--- src/rtl/if_pkg.sv ---
// Shared types and helpers for the instruction-fetch front end.
// OFF and CNT_W describe the default configuration; modules derive their own from parameters.
package if_pkg;

    typedef enum logic {
        IDLE       = 1'b0,
        DELOT_PEND = 1'b1
    } fetch_state_t;

    localparam int DEF_ADDR_W          = 32;
    localparam int DEF_FETCH_WIDTH     = 4;
    localparam int DEF_MAX_OUTSTANDING = 2;
    localparam int OFF                 = $clog2(DEF_FETCH_WIDTH);
    localparam int CNT_W               = $clog2(DEF_MAX_OUTSTANDING + 1);
    localparam int PC_MAX_W            = 64;

    // Start of the next aligned fetch block; the caller truncates to its own address width.
    function automatic logic [PC_MAX_W-1:0] seq_next_pc(input logic [PC_MAX_W-1:0] pc,
                                                        input int off = OFF);
        logic [PC_MAX_W-1:0] blk;
        blk = (pc >> (off + 2)) + 1'b1;
        return blk << (off + 2);
    endfunction

endpackage

--- src/rtl/if_req_tracker.sv ---
// Counts live icache requests in flight and the responses still owed to flushed fetches.
module if_req_tracker #(
    parameter int MAX_OUTSTANDING = 2,
    parameter int CNT_W           = if_pkg::CNT_W
) (
    input  logic             clk,
    input  logic             rst_,
    input  logic             fire,
    input  logic             flush,
    input  logic             rsp_valid,
    output logic [CNT_W-1:0] outstanding,
    output logic             rsp_kill
);

    // Repeated flushes can stack stale responses beyond MAX_OUTSTANDING, so give headroom.
    localparam int KILL_W = CNT_W + 2;

    logic [CNT_W-1:0]  out_q, out_d;
    logic [KILL_W-1:0] kill_q, kill_d;
    logic [KILL_W:0]   kill_sum;
    logic              live_rsp, kill_rsp;

    assign kill_rsp = rsp_valid & (kill_q != '0);
    assign live_rsp = rsp_valid & (kill_q == '0);

    always_comb begin
        out_d    = out_q;
        kill_d   = kill_q;
        kill_sum = {1'b0, kill_q} + {{(KILL_W + 1 - CNT_W){1'b0}}, out_q};
        if (flush) begin
            out_d = '0;
            if (rsp_valid && kill_sum != '0) begin
                kill_sum = kill_sum - 1'b1;
            end
            kill_d = kill_sum[KILL_W] ? '1 : kill_sum[KILL_W-1:0];
        end else begin
            if (fire && !live_rsp) begin
                out_d = out_q + 1'b1;
            end else if (!fire && live_rsp && out_q != '0) begin
                out_d = out_q - 1'b1;
            end
            if (kill_rsp) begin
                kill_d = kill_q - 1'b1;
            end
        end
    end

    always_ff @(posedge clk or posedge rst_) begin
        if (rst_) begin
            out_q  <= '0;
            kill_q <= '0;
        end else begin
            out_q  <= out_d;
            kill_q <= kill_d;
        end
    end

    assign outstanding = out_q;
    assign rsp_kill    = kill_rsp;

    a_rsp_has_owner: assert property (@(posedge clk) disable iff (rst_)
        !(rsp_valid && out_q == '0 && kill_q == '0));

endmodule

--- src/rtl/if_fetch_ctrl.sv ---
// Fetch PC generator: block-aligned sequencing, delay-slot split fetches, and
// mispredict / exception redirects with stale-response tracking.
module if_fetch_ctrl import if_pkg::*; #(
    parameter int                ADDR_W          = DEF_ADDR_W,
    parameter int                FETCH_WIDTH     = DEF_FETCH_WIDTH,
    parameter int                MAX_OUTSTANDING = DEF_MAX_OUTSTANDING,
    parameter logic [ADDR_W-1:0] RESET_VECTOR    = ADDR_W'(32'hBFC0_0000)
) (
    input  logic                               clk,
    input  logic                               rst_,
    input  logic                               bp_if_en,
    input  logic [ADDR_W-1:0]                  bp_if_target,
    input  logic                               bp_if_delot_en,
    input  logic [ADDR_W-1:0]                  bp_if_delot_pc,
    input  logic                               bp_allin,
    input  logic                               icache_allin,
    input  logic                               icache_rsp_valid,
    input  logic                               ex_bp_error,
    input  logic [ADDR_W-1:0]                  ex_new_target,
    input  logic                               exc_flush_all,
    input  logic [ADDR_W-1:0]                  cp0_if_excaddr,
    output logic [ADDR_W-1:0]                  if_pc,
    output logic                               if_icache_req,
    output logic                               if_icache_delot_en,
    output logic [$clog2(FETCH_WIDTH+1)-1:0]   if_fetch_cnt,
    output logic                               if_rsp_kill,
    output logic                               if_valid_ns
);

    localparam int BLK_OFF = $clog2(FETCH_WIDTH);
    localparam int OCNT_W  = $clog2(MAX_OUTSTANDING + 1);
    localparam int FCNT_W  = $clog2(FETCH_WIDTH + 1);

    logic [ADDR_W-1:0] pc_q, pc_d, saved_target_q, saved_target_d;
    fetch_state_t      state_q, state_d;
    logic              valid_q, delot_q, delot_d;
    logic              flush, req, fire;
    logic [OCNT_W-1:0] outstanding;
    logic [FCNT_W-1:0] blk_cnt;

    assign flush = exc_flush_all | ex_bp_error;
    assign req   = valid_q & ~flush & (outstanding < OCNT_W'(MAX_OUTSTANDING));
    assign fire  = req & icache_allin & bp_allin;

    always_comb begin
        pc_d           = pc_q;
        state_d        = state_q;
        saved_target_d = saved_target_q;
        delot_d        = delot_q;
        if (flush) begin
            pc_d    = exc_flush_all ? cp0_if_excaddr : ex_new_target;
            state_d = IDLE;
            delot_d = 1'b0;
        end else if (fire) begin
            case (state_q)
                DELOT_PEND: begin
                    pc_d    = saved_target_q;
                    delot_d = 1'b0;
                    state_d = IDLE;
                end
                IDLE: begin
                    // A slot outside the block is fetched alone before jumping to the target.
                    if (bp_if_delot_en) begin
                        pc_d           = bp_if_delot_pc;
                        saved_target_d = bp_if_target;
                        delot_d        = 1'b1;
                        state_d        = DELOT_PEND;
                    end else if (bp_if_en) begin
                        pc_d    = bp_if_target;
                        delot_d = 1'b0;
                    end else begin
                        pc_d = ADDR_W'(seq_next_pc(PC_MAX_W'(pc_q), BLK_OFF));
                    end
                end
            endcase
        end
    end

    always_ff @(posedge clk or posedge rst_) begin
        if (rst_) begin
            pc_q           <= RESET_VECTOR;
            valid_q        <= 1'b0;
            state_q        <= IDLE;
            saved_target_q <= '0;
            delot_q        <= 1'b0;
        end else begin
            pc_q           <= pc_d;
            valid_q        <= 1'b1;
            state_q        <= state_d;
            saved_target_q <= saved_target_d;
            delot_q        <= delot_d;
        end
    end

    generate
        if (BLK_OFF == 0) begin : g_single
            assign blk_cnt = FCNT_W'(1);
        end else begin : g_block
            assign blk_cnt = FCNT_W'(FETCH_WIDTH) - FCNT_W'(pc_q[BLK_OFF+1:2]);
        end
    endgenerate

    if_req_tracker #(
        .MAX_OUTSTANDING (MAX_OUTSTANDING),
        .CNT_W           (OCNT_W)
    ) u_req_tracker (
        .clk         (clk),
        .rst_        (rst_),
        .fire        (fire),
        .flush       (flush),
        .rsp_valid   (icache_rsp_valid),
        .outstanding (outstanding),
        .rsp_kill    (if_rsp_kill)
    );

    assign if_pc              = pc_q;
    assign if_icache_req      = req;
    assign if_icache_delot_en = delot_q;
    assign if_fetch_cnt       = delot_q ? FCNT_W'(1) : blk_cnt;
    assign if_valid_ns        = fire;

endmodule

--- config.mk ---
export PLATFORM = sky130hd
export DESIGN_NAME = if_fetch_ctrl
export DESIGN_NICKNAME = d
export VERILOG_FILES = /design/src/rtl/if_pkg.sv /design/src/rtl/if_req_tracker.sv /design/src/rtl/if_fetch_ctrl.sv
export SDC_FILE = /design/constraint.sdc
export NUM_CORES = 1
export LEC_CHECK = 0
export ABC_AREA = 1
export ABC_CLOCK_PERIOD_IN_PS = 2150
export CAP_MARGIN = 20
export CORE_AREA = 2 2 128 105
export DETAILED_ROUTE_END_ITERATION = 16
export DIE_AREA = 0 0 130 107
export PLACE_DENSITY = 0.89
export SYNTH_ARGS = -nofsm -noshare
export SYNTH_HDL_FRONTEND = slang
export SYNTH_SLANG_ARGS = --single-unit
--- constraint.sdc ---
create_clock -name clk -period 2.15 [get_ports clk]
set_clock_uncertainty 0.15 [all_clocks]
set_input_delay 0.215 -clock clk [delete_from_list [all_inputs] [get_ports clk]]
set_output_delay 0.215 -clock clk [all_outputs]
set_load 0.05 [all_outputs]
==> results.tsv <==
stage	metric	value	unit
clock_network	clock_path_buffers	2	
route	ant_nets	0	
pwr	vdd_ir_drop_max	0.376	mV
sta	post-route-period-util	105	%
cells_and_area	n_antenna_cell	0	
logic_synthesis	yosys.area.top_type	dfrtp_1	
floorplan	die-area	13900	sq um
critical_path	startpoint_type	flip-flop	
route	drt_iter0_drc	483	
clock_network	clk_latency	0.33	ns
cells_and_area	mostFrequentLayoutCell	nand2_1	
clock_network	cts.sinks	73	
logic_synthesis	syn_area_per_cell	6.50	sq um
global_route	grt_max_degree	36	
pwr	clkPwrFrac	27.9	%
floorplan	start_util	42.5	%
sta	finalCriticalPeriod	2.25	ns
critical_path	cp_max_fo	5	
placement	place_congestion	0.946	
pwr	p_leak	3.80	nW
logic_synthesis	synth-main-ff-cell	dfrtp_1	
placement	hpwl	14700	um
clock_network	cts-htree-levels	3	
logic_synthesis	synth_edf_count	0	
route	dr.pass1.iters	5	
floorplan	num_io_pins	176	
global_route	grt_pass1_wl	30300	um
route	via_per_inst	5.28	
sta	max_freq	445	MHz
cells_and_area	drive_gt1_share	11.7	%
pwr	switching_share	36.5	%
outcome	violations	setup timing	
clock_network	holdBufCountCts	0	
logic_synthesis	ys_seq_area_share	34.2	%
floorplan	die_height	107	um
route	drc	0	
flow_run	maxCapViolCount	0	
logic_synthesis	synthTopCellsByArea	dfrtp_1 30%, nand2_1 14%, nor2_1 11%, a21oi_1 6.7%, inv_1 5.6%	
cells_and_area	syn_to_final_growth	49.7	%
logic_synthesis	synthesis.nets	971	
sta	setup_tns	-0.281	ns
logic_synthesis	syn_area	5370	sq um
global_route	grt_overflow	0	
sta	fin_hold_ws	0.145	ns
sta	tightest_slew	0.582	ns
logic_synthesis	synth.top_cell.area_share	29.8	%
pwr	powerDensity	664	nW/um^2
pwr	power_frac_seq	33.0	%
route	routed_wl	19500	um
clock_network	clk_pin_slew	0.06	ns
logic_synthesis	synth-seq-cells	73	
cells_and_area	postLayoutCoreUtil	63.6	%
placement	placed_cells	1187	
floorplan	fp-row-count	37	
sta	maxSlewHeadroom	61.1	%
critical_path	required	2.22	ns
pwr	power.internal	3.39	mW
global_route	grtUsageTotal	27.9	%
logic_synthesis	synth_cells	826	
outcome	status	complete, but fails checks	
critical_path	setup.worst_path.end_class	flip-flop	
critical_path	crit_arrival	2.32	ns
sta	setup_ws	-0.0969	ns
cells_and_area	num-nets-final	1171	
logic_synthesis	yosysUniqueCellTypes	42	
clock_network	cts_root_buffer	clkbuf_16	
logic_synthesis	async_reset_ff_share	100	%
sta	hold_violations	0	
placement	io_buffers	175	
sta	rsz0062_at_grt	yes	
cells_and_area	mostFrequentLayoutCells	204 x nand2_1, 166 x clkdlybuf4s50_1, 157 x nor2_1	
clock_network	cts_tree	built	
sta	finalSetupViolCount	4	
sta	finalMaxSlewViolations	0	
floorplan	core-area	12600	sq um
floorplan	fp.dieW	130	um
hold_path	min_path_type	input pin to async pin	
critical_path	worstSetupPathType	flip-flop to flip-flop	
global_route	antenna_found_initial	0	
global_route	first_global_vias	6209	
clock_network	cts_buffers	9	
logic_synthesis	synth_warnings	0	
cells_and_area	layout.cells.non_filler	1206	
route	drt-wirelength-per-cell	16.2	um
pwr	comb_power_share	39.1	%
route	vias	6369	
pwr	p_switching	1.95	mW
worst max-delay path, cell delays in order, from the launching register on:
cell     delay, ns
dfrtp_1       0.38
ha_2          0.20
fa_1          0.46
inv_1         0.09
ha_2          0.17
inv_2         0.05
nor2_4        0.13
nand3_2       0.13
nand2_4       0.11
o21ai_0       0.08
o21ai_1       0.13
nand2_1       0.06
synthesized netlist by cell type (3+ instances only):
cell and number:
xnor2_1 4, a31oi_1 5, a21oi_1 72, o221ai_1 5
mux2_4 9, o211ai_1 5, inv_1 80, a21oi_2 3
o21bai_1 3, buf_1 3, inv_2 4, clkbuf_1 22
nand2_1 206, nor2_1 158, nor2_2 3, buf_2 7
ha_1 7, o21ai_0 53, o22ai_1 11, nand4_1 3
a22oi_1 5, dfrtp_1 64, buf_6 4, nand3_1 50
dfstp_2 9, xor2_1 7, o21ai_1 4
logic make-up (layout without fill, tap and decap cells):
family          after synthesis  in the layout  synth area share [%]
compound gates              170            170                  17.6
mux                           9              9                  2.52
simple gates                431            431                  32.4
other cells                   1              1                0.0698
buf+inv                     123            328                  9.39
xor+xnor                     11             11                  1.79
fa+ha+maj                     8              8                  2.00
flops                        73             73                  34.2
through the flow:
stage,worst slack (ns),power [mW],area [sq um]
finish,-0.0969,5.34,8040
global route,-0.234,5.60,8040
CTS,-0.0701,5.31,8020
detailed placement,-0.121,3.79,7700
global placement,-0.0724,3.76,7700
floorplan,-0.0151,2.94,5420
timing repair:
item / in CTS / in global routing
buffers inserted: 2 / 1
resized for setup: 3 / 6
pin swaps: 4 / 0
setup endpoints to repair: 4 / 14
power groups by stage:
stage,registers [mW],clock network (mW),logic [mW]
CTS,1.75,1.50,2.05
detailed placement,1.77,0,2.03
global route,1.78,1.56,2.26
finish,1.76,1.49,2.09
global placement,1.77,0,1.99
floorplan,1.99,0,0.947
final cells by class:
cell class / instances / area (sq um)
clock buffers: 13 / 250
multi-input cells: 630 / 3090
well taps: 175 / 219
repair buffers: 226 / 2270
fillers: 1107 / 4600
clock inverters: 3 / 40.0
inverters: 86 / 332
flip-flops and latches: 73 / 1840
worst paths after layout:
kind	startpoint	slack, ns	cells past startpoint	end
min reg2reg	saved_target_q[1]$_DFFE_PP0P_	0.35	2	saved_target_q[1]$_DFFE_PP0P_
max	u_req_tracker.outstanding[0]$_DFFE_PP0P_	-0.1	11	u_req_tracker.kill_q[1]$_DFFE_PP0P_
min in group clk	bp_if_target[1]	0.31	3	saved_target_q[1]$_DFFE_PP0P_
min	rst_	0.14	2	saved_target_q[11]$_DFFE_PP0P_
max reg2reg	u_req_tracker.outstanding[0]$_DFFE_PP0P_	-0.1	11	u_req_tracker.kill_q[1]$_DFFE_PP0P_
max in group asynchronous	rst_	1.12	3	if_pc[28]$_DFFE_PP1P_
state kept, by name (all words and copies together), names as in the netlist:
| name | count |
|---|---|
| if_pc | 32 |
| u_req_tracker.kill_q | 4 |
| valid_q | 1 |
| u_req_tracker.outstanding | 2 |
| saved_target_q | 32 |
| state_q | 1 |
| if_icache_delot_en | 1 |
routing by layer:
metal | GRT usage [%] | vias up | routed length [um]
met4 | 9.06 | 0 | 456
met5 | 0 | - | 0
met1 | 36.6 | 2911 | 8160
li1 | - | 3073 | -
met3 | 7.04 | 40 | 1910
met2 | 45.2 | 345 | 8970
No activity file was read; power rests on OpenSTA's default activity.
